--- src/rtl/piso_serializer_v2.sv ---
// piso_serializer_v2: parallel-in/serial-out serializer with a valid/ready
// input handshake, a one-word holding buffer for gap-free back-to-back
// frames and selectable bit order. The line advances one bit per shift_en
// tick, so an external bit-rate generator sets the line rate.
// Optional feature macro: PISO_SERIALIZER_PARITY_EN appends one even-parity
// bit after the data bits of every frame.
module piso_serializer_v2 #(
    parameter int   DATA_WIDTH = 8,
    parameter int   MSB_FIRST  = 0,
    parameter logic IDLE_LEVEL = 1'b1
) (
    input  logic                  clk,
    input  logic                  rst,
    input  logic                  in_valid,
    input  logic [DATA_WIDTH-1:0] in_data,
    output logic                  in_ready,
    input  logic                  shift_en,
    output logic                  ser_out,
    output logic                  ser_valid,
    output logic                  sof,
    output logic                  busy
);

    localparam int CNT_W = $clog2(DATA_WIDTH + 1);
    localparam logic [CNT_W-1:0] LAST_BIT = CNT_W'(DATA_WIDTH - 1);

`ifdef PISO_SERIALIZER_PARITY_EN
    typedef enum logic [1:0] {ST_IDLE, ST_DATA, ST_PARITY} state_t;
`else
    typedef enum logic [1:0] {ST_IDLE, ST_DATA} state_t;
`endif

    state_t                state, state_nxt;
    logic [CNT_W-1:0]      cnt, cnt_nxt;
    logic [DATA_WIDTH-1:0] sreg, sreg_nxt;
    logic [DATA_WIDTH-1:0] hold, hold_nxt;
    logic                  hold_full, hold_full_nxt;
    logic                  ser_out_nxt, ser_valid_nxt, sof_nxt;
    logic                  accept, xfer, frame_end;
`ifdef PISO_SERIALIZER_PARITY_EN
    logic                  par, par_nxt;
`endif

    // Bit that goes on the line first for a given shifter image.
    function automatic logic first_bit(input logic [DATA_WIDTH-1:0] w);
        return (MSB_FIRST != 0) ? w[DATA_WIDTH-1] : w[0];
    endfunction

    // Shifter image after the presented bit has been consumed.
    function automatic logic [DATA_WIDTH-1:0] advance(input logic [DATA_WIDTH-1:0] w);
        return (MSB_FIRST != 0) ? {w[DATA_WIDTH-2:0], 1'b0} : {1'b0, w[DATA_WIDTH-1:1]};
    endfunction

    assign accept = in_valid && in_ready;
    assign busy   = (state != ST_IDLE) || hold_full;

    // Next-state, shifter, holding-buffer and line decisions.
    always_comb begin
        state_nxt     = state;
        cnt_nxt       = cnt;
        sreg_nxt      = sreg;
        hold_nxt      = hold;
        hold_full_nxt = hold_full;
        ser_out_nxt   = ser_out;
        ser_valid_nxt = ser_valid;
        sof_nxt       = sof;
`ifdef PISO_SERIALIZER_PARITY_EN
        par_nxt       = par;
`endif
        frame_end     = 1'b0;
        xfer          = 1'b0;

        case (state)
            ST_IDLE: begin
                // Ticks while idle carry no data and are dropped.
            end
            ST_DATA: begin
                if (shift_en) begin
                    if (cnt != LAST_BIT) begin
                        cnt_nxt     = cnt + CNT_W'(1);
                        sreg_nxt    = advance(sreg);
                        ser_out_nxt = first_bit(advance(sreg));
                        sof_nxt     = 1'b0;
                    end else begin
`ifdef PISO_SERIALIZER_PARITY_EN
                        state_nxt   = ST_PARITY;
                        ser_out_nxt = par;
                        sof_nxt     = 1'b0;
`else
                        frame_end   = 1'b1;
`endif
                    end
                end
            end
`ifdef PISO_SERIALIZER_PARITY_EN
            ST_PARITY: begin
                if (shift_en) begin
                    frame_end = 1'b1;
                end
            end
`endif
            default: state_nxt = ST_IDLE;
        endcase

        // Frame over with nothing queued: park the line at its idle level.
        if (frame_end) begin
            state_nxt     = ST_IDLE;
            ser_out_nxt   = IDLE_LEVEL;
            ser_valid_nxt = 1'b0;
            sof_nxt       = 1'b0;
        end

        // Load the shifter from hold, either from idle or seamlessly on the
        // tick that ends the previous frame.
        xfer = hold_full && ((state == ST_IDLE) || frame_end);
        if (xfer) begin
            state_nxt     = ST_DATA;
            cnt_nxt       = '0;
            sreg_nxt      = hold;
            ser_out_nxt   = first_bit(hold);
            ser_valid_nxt = 1'b1;
            sof_nxt       = 1'b1;
            hold_full_nxt = 1'b0;
`ifdef PISO_SERIALIZER_PARITY_EN
            par_nxt       = ^hold;
`endif
        end

        // A new word may refill hold in the same cycle it is emptied.
        if (accept) begin
            hold_nxt      = in_data;
            hold_full_nxt = 1'b1;
        end
    end

    // Control state and line outputs; these are the only reset registers.
    always_ff @(posedge clk) begin
        if (rst) begin
            state     <= ST_IDLE;
            cnt       <= '0;
            hold_full <= 1'b0;
            in_ready  <= 1'b0;
            ser_out   <= IDLE_LEVEL;
            ser_valid <= 1'b0;
            sof       <= 1'b0;
        end else begin
            state     <= state_nxt;
            cnt       <= cnt_nxt;
            hold_full <= hold_full_nxt;
            in_ready  <= !hold_full_nxt;
            ser_out   <= ser_out_nxt;
            ser_valid <= ser_valid_nxt;
            sof       <= sof_nxt;
        end
    end

    // Data registers; their contents only matter once qualified by control.
    always_ff @(posedge clk) begin
        sreg <= sreg_nxt;
        hold <= hold_nxt;
`ifdef PISO_SERIALIZER_PARITY_EN
        par  <= par_nxt;
`endif
    end

endmodule

--- config.mk ---
export PLATFORM = sky130hd
export DESIGN_NAME = piso_serializer_v2
export DESIGN_NICKNAME = d
export VERILOG_FILES = /design/src/rtl/piso_serializer_v2.sv
export SDC_FILE = /design/constraint.sdc
export NUM_CORES = 1
export LEC_CHECK = 0
export BUFFER_PORTS_ARGS = -buffer_cell sky130_fd_sc_hd__clkbuf_2
export CAP_MARGIN = 5
export CELL_PAD_IN_SITES_DETAIL_PLACEMENT = 0
export CELL_PAD_IN_SITES_GLOBAL_PLACEMENT = 1
export CORE_ASPECT_RATIO = 0.7
export CORE_UTILIZATION = 39
export DETAILED_ROUTE_END_ITERATION = 12
export PLACE_DENSITY = 0.69
export RECOVER_POWER = 100
export SLEW_MARGIN = 25
export SYNTH_ARGS = -nofsm -noshare
export SYNTH_HDL_FRONTEND = slang
export SYNTH_SLANG_ARGS = --single-unit
--- constraint.sdc ---
create_clock -name clk -period 1.7 [get_ports clk]
set_input_delay 0.255 -clock clk [delete_from_list [all_inputs] [get_ports clk]]
set_output_delay 0.255 -clock clk [all_outputs]
set_load 0.005 [all_outputs]
=== After elaboration in Yosys (flattened, before gate mapping) ===
Cells that the tools add are included.

* Register bits: 26
* Input bits: 12
* Output and inout bits: 5
* Word-level logic and storage cells: 54

* Add/subtract/negate cells: 1
* Equal/unequal tests: 2
* Mux-type cells: 24
* Reductions and logical operators: 18

{| class="wikitable"
|+ Operators with widths
! kind !! number
|-
| 2-to-1 mux 8 bit || 4
|-
| 2-to-1 mux 1 bit || 20
|-
| AND reduction 3 bit || 3
|-
| nonzero test 3 bit || 3
|-
| nonzero test 2 bit || 4
|-
| adder 4 x 1 -> 4 bit, second input constant || 1
|-
| inequality test 4 x 3 -> 1 bit, second input constant || 1
|-
| OR reduction 2 bit || 2
|-
| inequality test 3 x 1 -> 1 bit, second input constant || 1
|-
| logical AND 1 bit || 2
|-
| logical NOT 2 bit || 1
|-
| logical OR 1 bit || 2
|-
| logical NOT 1 bit || 1
|}

=== Longest topological paths before layout ===
* Depth after elaboration: 9
* Gate-level depth with buffers: 5
* Mapped depth without buffers: 4

=== Worst setup path after synthesis ===
Ideal clock, no wire load.

* Kind: register to register
* From: register cnt[0]
* To: register sreg[1], enable pin
* Setup time: 0.381 ns
* Arrival time: 1.317 ns
* Data required time: 1.319 ns
* Path slack: 0.002 ns
* Stages on the path, launching flop included: 4
* Buffers on the path: 0
* Period minus slack after synthesis: 1.698 ns
* Cell sequence: dfxtp_1 > ha_1 > and3b_1 > o21ai_0

* Word-level cells in the longest chain between the ends: 8
* Elaborated cells between the ends (all ways): 10
* Classes of those cells: eq/ne (1); mux (3); reduce/logical (6)

{| class="wikitable"
|+ Ends and longest elaborated chain
! what !! line !! source
|-
| start, declared || 34 || <nowiki>logic [CNT_W-1:0] cnt, cnt_nxt;</nowiki>
|-
| start signal, assigned || 148 || <nowiki>cnt <= cnt_nxt;</nowiki>
|-
| inequality test 4 x 3 -> 1 bit * || 79 || <nowiki>if (cnt != LAST_BIT) begin</nowiki>
|-
| 2-to-1 mux 1 bit || 79 ||
|-
| 2-to-1 mux 1 bit || 78 || <nowiki>if (shift_en) begin</nowiki>
|-
| 2-to-1 mux 1 bit || 73 || <nowiki>case (state)</nowiki>
|-
| logical OR 1 bit || 115 || <nowiki>xfer = hold_full && ((state == ST_IDLE) || frame_end);</nowiki>
|-
| logical AND 1 bit || 115 ||
|-
| nonzero test 2 bit (no line) || - ||
|-
| AND reduction 3 bit (no line) * || - ||
|-
| end signal, assigned || 159 || <nowiki>sreg <= sreg_nxt;</nowiki>
|-
| end, declared || 35 || <nowiki>logic [DATA_WIDTH-1:0] sreg, sreg_nxt;</nowiki>
|}

Every way passes the cells marked *; elsewhere a longest branch is shown, timed or not.
A chain may end at the register's enable or synchronous reset.

=== Worst setup path after layout ===
* From: register cnt[0]
* To: register sreg[5] (data pin)

* Word-level cells in the longest chain between the ends: 7

{| class="wikitable"
|+ Ends and longest elaborated chain
! what !! line !! source
|-
| inequality test 4 x 3 -> 1 bit || 79 ||
|-
| 2-to-1 mux 1 bit || 79 ||
|-
| 2-to-1 mux 1 bit || 78 ||
|-
| 2-to-1 mux 1 bit || 73 ||
|-
| logical OR 1 bit || 115 ||
|-
| logical AND 1 bit || 115 ||
|-
| 2-to-1 mux 8 bit || 116 || <nowiki>if (xfer) begin</nowiki>
|-
| net sreg_nxt[5] || 35 ||
|}

The timed path passes the listed nets, and every way through them passes these cells.

==> flow_summary_export.csv <==
group,metric,value,unit
run_status,outcome,"complete, no violations",
final_layout,multi_input_gate_area,334,sq um
final_layout,final_nets,107,
timing,final-hold-violation-count,0,
job,maxCapViolations,0,
min_path,min_to,"hold[7]$_DFFE_PP_",
clock_network,cts_buffers,3,
timing,max_freq,621,MHz
timing,min_period_over_period,94.7,%
final_layout,diodes,0,
synthesis,netlist_area_before_placement,1010,sq um
critical_path,crit_fanout,7,
die,die_height,44.7,microns
die,core_area,2460,sq um
synthesis,synth_nets,83,
critical_path,required,1.72,ns
synthesis,synth_commonest_cells,"sky130_fd_sc_hd__edfxtp_1 (15), sky130_fd_sc_hd__dfxtp_1 (9), sky130_fd_sc_hd__mux2_4 (5), sky130_fd_sc_hd__o21ai_0 (4)",
route,count_of_tritonroute_iterations_in_the_first_routing_pass,4,
critical_path,timing.critical_path.arrival,1.63,ns
route,dr_wl_met2,620,microns
synthesis,synthMostInstantiatedCell,"sky130_fd_sc_hd__edfxtp_1",
synthesis,synth_top_area_share,44.4,%
clock_network,tritoncts_clock_tree,"built",
timing,unrepaired_setup_endpoints_after_global_routing,"no",
timing,timing_max_transition_violations_final,0,
route,first_iter_violations,25,
die,std_cell_rows,15,
final_layout,filler_cell_count,227,
min_path,hp-start,"in_data[7]",
global_route,first_global_vias,556,
global_route,grt-ovfl-total,0,
critical_path,critPathLaunchType,"register",
route,top_layer,"met4",
synthesis,synthArstFlopShare,0,%
synthesis,synth.distinct_cells,31,
min_path,hold_class,"primary input to register",
clock_network,clock_tree.root_cell,"sky130_fd_sc_hd__clkbuf_8",
clock_network,clock_latency,0.26,ns
die,top_level_ports,17,
synthesis,yosys_register_bits,24,
critical_path,worstReg2RegEnd,"sreg[5]$_DFFE_PP_",
pwr,power_leakage,0.000464,uW
pwr,p_per_area,1010,nW/um^2
final_layout,area_delta_synth_final,19.6,%
timing,fin_worst_hold_slack,0.162,ns
final_layout,regArea,631,sq um
synthesis,synthCells,70,
clock_network,clkTransAtPathRegs,0.08,ns
global_route,grt_antenna_before_repair,0,
timing,slew_headroom,60.8,%
min_path,hold-path-cell-count,1,
route,via_per_inst,4.82,
synthesis,post_synth_top_area_cell,"sky130_fd_sc_hd__edfxtp_1",
placement,hpwl,1.11,mm
synthesis,synth_enable_flop_cells,15,
die,die_w,63.0,microns
synthesis,yosys_warnings,0,
route,m1WireLength,851,microns
placement,numPortBuffers,16,
synthesis,synth_area_leaders,"sky130_fd_sc_hd__edfxtp_1 (44%), sky130_fd_sc_hd__dfxtp_1 (18%), sky130_fd_sc_hd__mux2_4 (7.4%)",
clock_network,numClockSinks,24,
route,detail_route.drc_violations,0,
clock_network,cts_max_path_buffers,2,
route,drtAntennaViolNets,0,
global_route,grt_first_pass_wirelength,2.53,mm
route,route.vias.total,612,
die,design.die.area,2810,sq um
route,route.detailed.wl_per_inst,12.3,microns
critical_path,reg2reg_slack,0.09,ns
critical_path,reg2reg_from,"cnt[0]$_SDFFE_PP0P_",
final_layout,post_route_cells_drive_above_1_share,38.7,%
critical_path,r2r.worst_path.cells,5,
pwr,worst_ir_drop_vdd,417,uV
timing,period_needed,1.61,ns
timing,setup_tns,0,ns
timing,timing.clock.skew,0.00380,ns
synthesis,yosys_most_used_dff,"sky130_fd_sc_hd__edfxtp_1",
placement,globalplace.congestion,0.726,
route,totalWireLength,1.57,mm
die,initial_core_util,41.3,%
synthesis,syn_avg_cell_area,14.5,sq um
synthesis,synth-seq-area-share,62.1,%
timing,setup_viol_count_final,0,
critical_path,critPathCaptureType,"register",
global_route,grt_max_degree,15,
global_route,grt_use_total,12.4,%
timing,tightest_slew,0.588,ns
route,route.met3.wl,87,microns
clock_network,htreeDepth,1,
critical_path,criticalPathCategory,"register to register",
## how the worst max path moves through the flow
stage / slack [ns] / startpoint / to
floorplan: 0.002 / cnt[0]$_SDFFE_PP0P_ / sreg[1]$_DFFE_PP_
global placement: 0.10 / cnt[0]$_SDFFE_PP0P_ / sreg[5]$_DFFE_PP_
detailed placement: 0.07 / cnt[0]$_SDFFE_PP0P_ / sreg[5]$_DFFE_PP_
CTS: 0.06 / cnt[0]$_SDFFE_PP0P_ / sreg[5]$_DFFE_PP_
global route: 0.01 / cnt[0]$_SDFFE_PP0P_ / sreg[2]$_DFFE_PP_
finish: 0.09 / cnt[0]$_SDFFE_PP0P_ / sreg[5]$_DFFE_PP_
## logic make-up (layout without fill, tap and decap cells)
group / after synthesis / in the layout / share of synthesized area, %
simple gates: 19 / 19 / 12.2
flops: 24 / 24 / 62.1
compound gates: 14 / 14 / 11.0
mux: 8 / 8 / 10.5
fa+ha+maj: 1 / 1 / 1.23
buf+inv: 4 / 27 / 2.96
## placed cells by master (no fill, tap or decap), types with 4 or more instances in the layout
master / count
sky130_fd_sc_hd__edfxtp_1: 15
sky130_fd_sc_hd__clkbuf_2: 14
sky130_fd_sc_hd__dfxtp_1: 9
sky130_fd_sc_hd__o21ai_0: 4
sky130_fd_sc_hd__buf_4: 4
## report_power, final
group,switching [uW],leakage (uW),internal [uW]
Combinational,38.9,0.000216,42.9
Clock,172,0.0000357,314
Sequential,10.1,0.000212,646
## worst max-delay path, cell delays in order, from the launching register on
cell,delay [ns]
sky130_fd_sc_hd__dfxtp_1,0.37
sky130_fd_sc_hd__ha_2,0.20
sky130_fd_sc_hd__nand4b_2,0.12
sky130_fd_sc_hd__a21boi_2,0.22
sky130_fd_sc_hd__buf_12,0.15
sky130_fd_sc_hd__mux2_2,0.32
## layer usage
layer / GRT usage (%) / vias to the layer above
met1: 16.5 / 281
met5: 0 / -
met2: 17.8 / 15
met3: 5.67 / 2
li1: - / 314
met4: 4.19 / 0
## repair_timing
item	in CTS	in global routing
hold buffers	0	0
setup buffers	0	0
endpoints found under the setup margin	0	3
resized for setup	0	1
## metrics by stage
stage	setup slack (ns)	cells	area, sq um	util (%)	total power (uW)
6_report	0.0907	127	1210	49.4	1220
5_1_grt	0.00977	127	1210	49.4	1270
4_1_cts	0.0605	127	1240	50.4	1250
3_5_place_dp	0.0658	123	1170	47.5	758
3_3_place_gp	0.104	123	1170	47.5	757
2_1_floorplan	0.00193	70	1010	-	721
## sequential cells by signal, summed over array words and instances (netlist names)
signal,flops
hold,8
sreg,7
cnt,4
hold_full,1
in_ready,1
ser_out,1
ser_valid,1
sof,1
## cell type report
cell class,count,share of cell area (%)
Sequential cell,24,52.0
Tap cell,34,3.51
Multi-Input combinational cell,42,27.5
Inverter,1,0.309
Clock inverter,1,2.47
Timing Repair Buffer,22,10.8
Clock buffer,3,3.40
No activity file was read; power rests on OpenSTA's default activity.
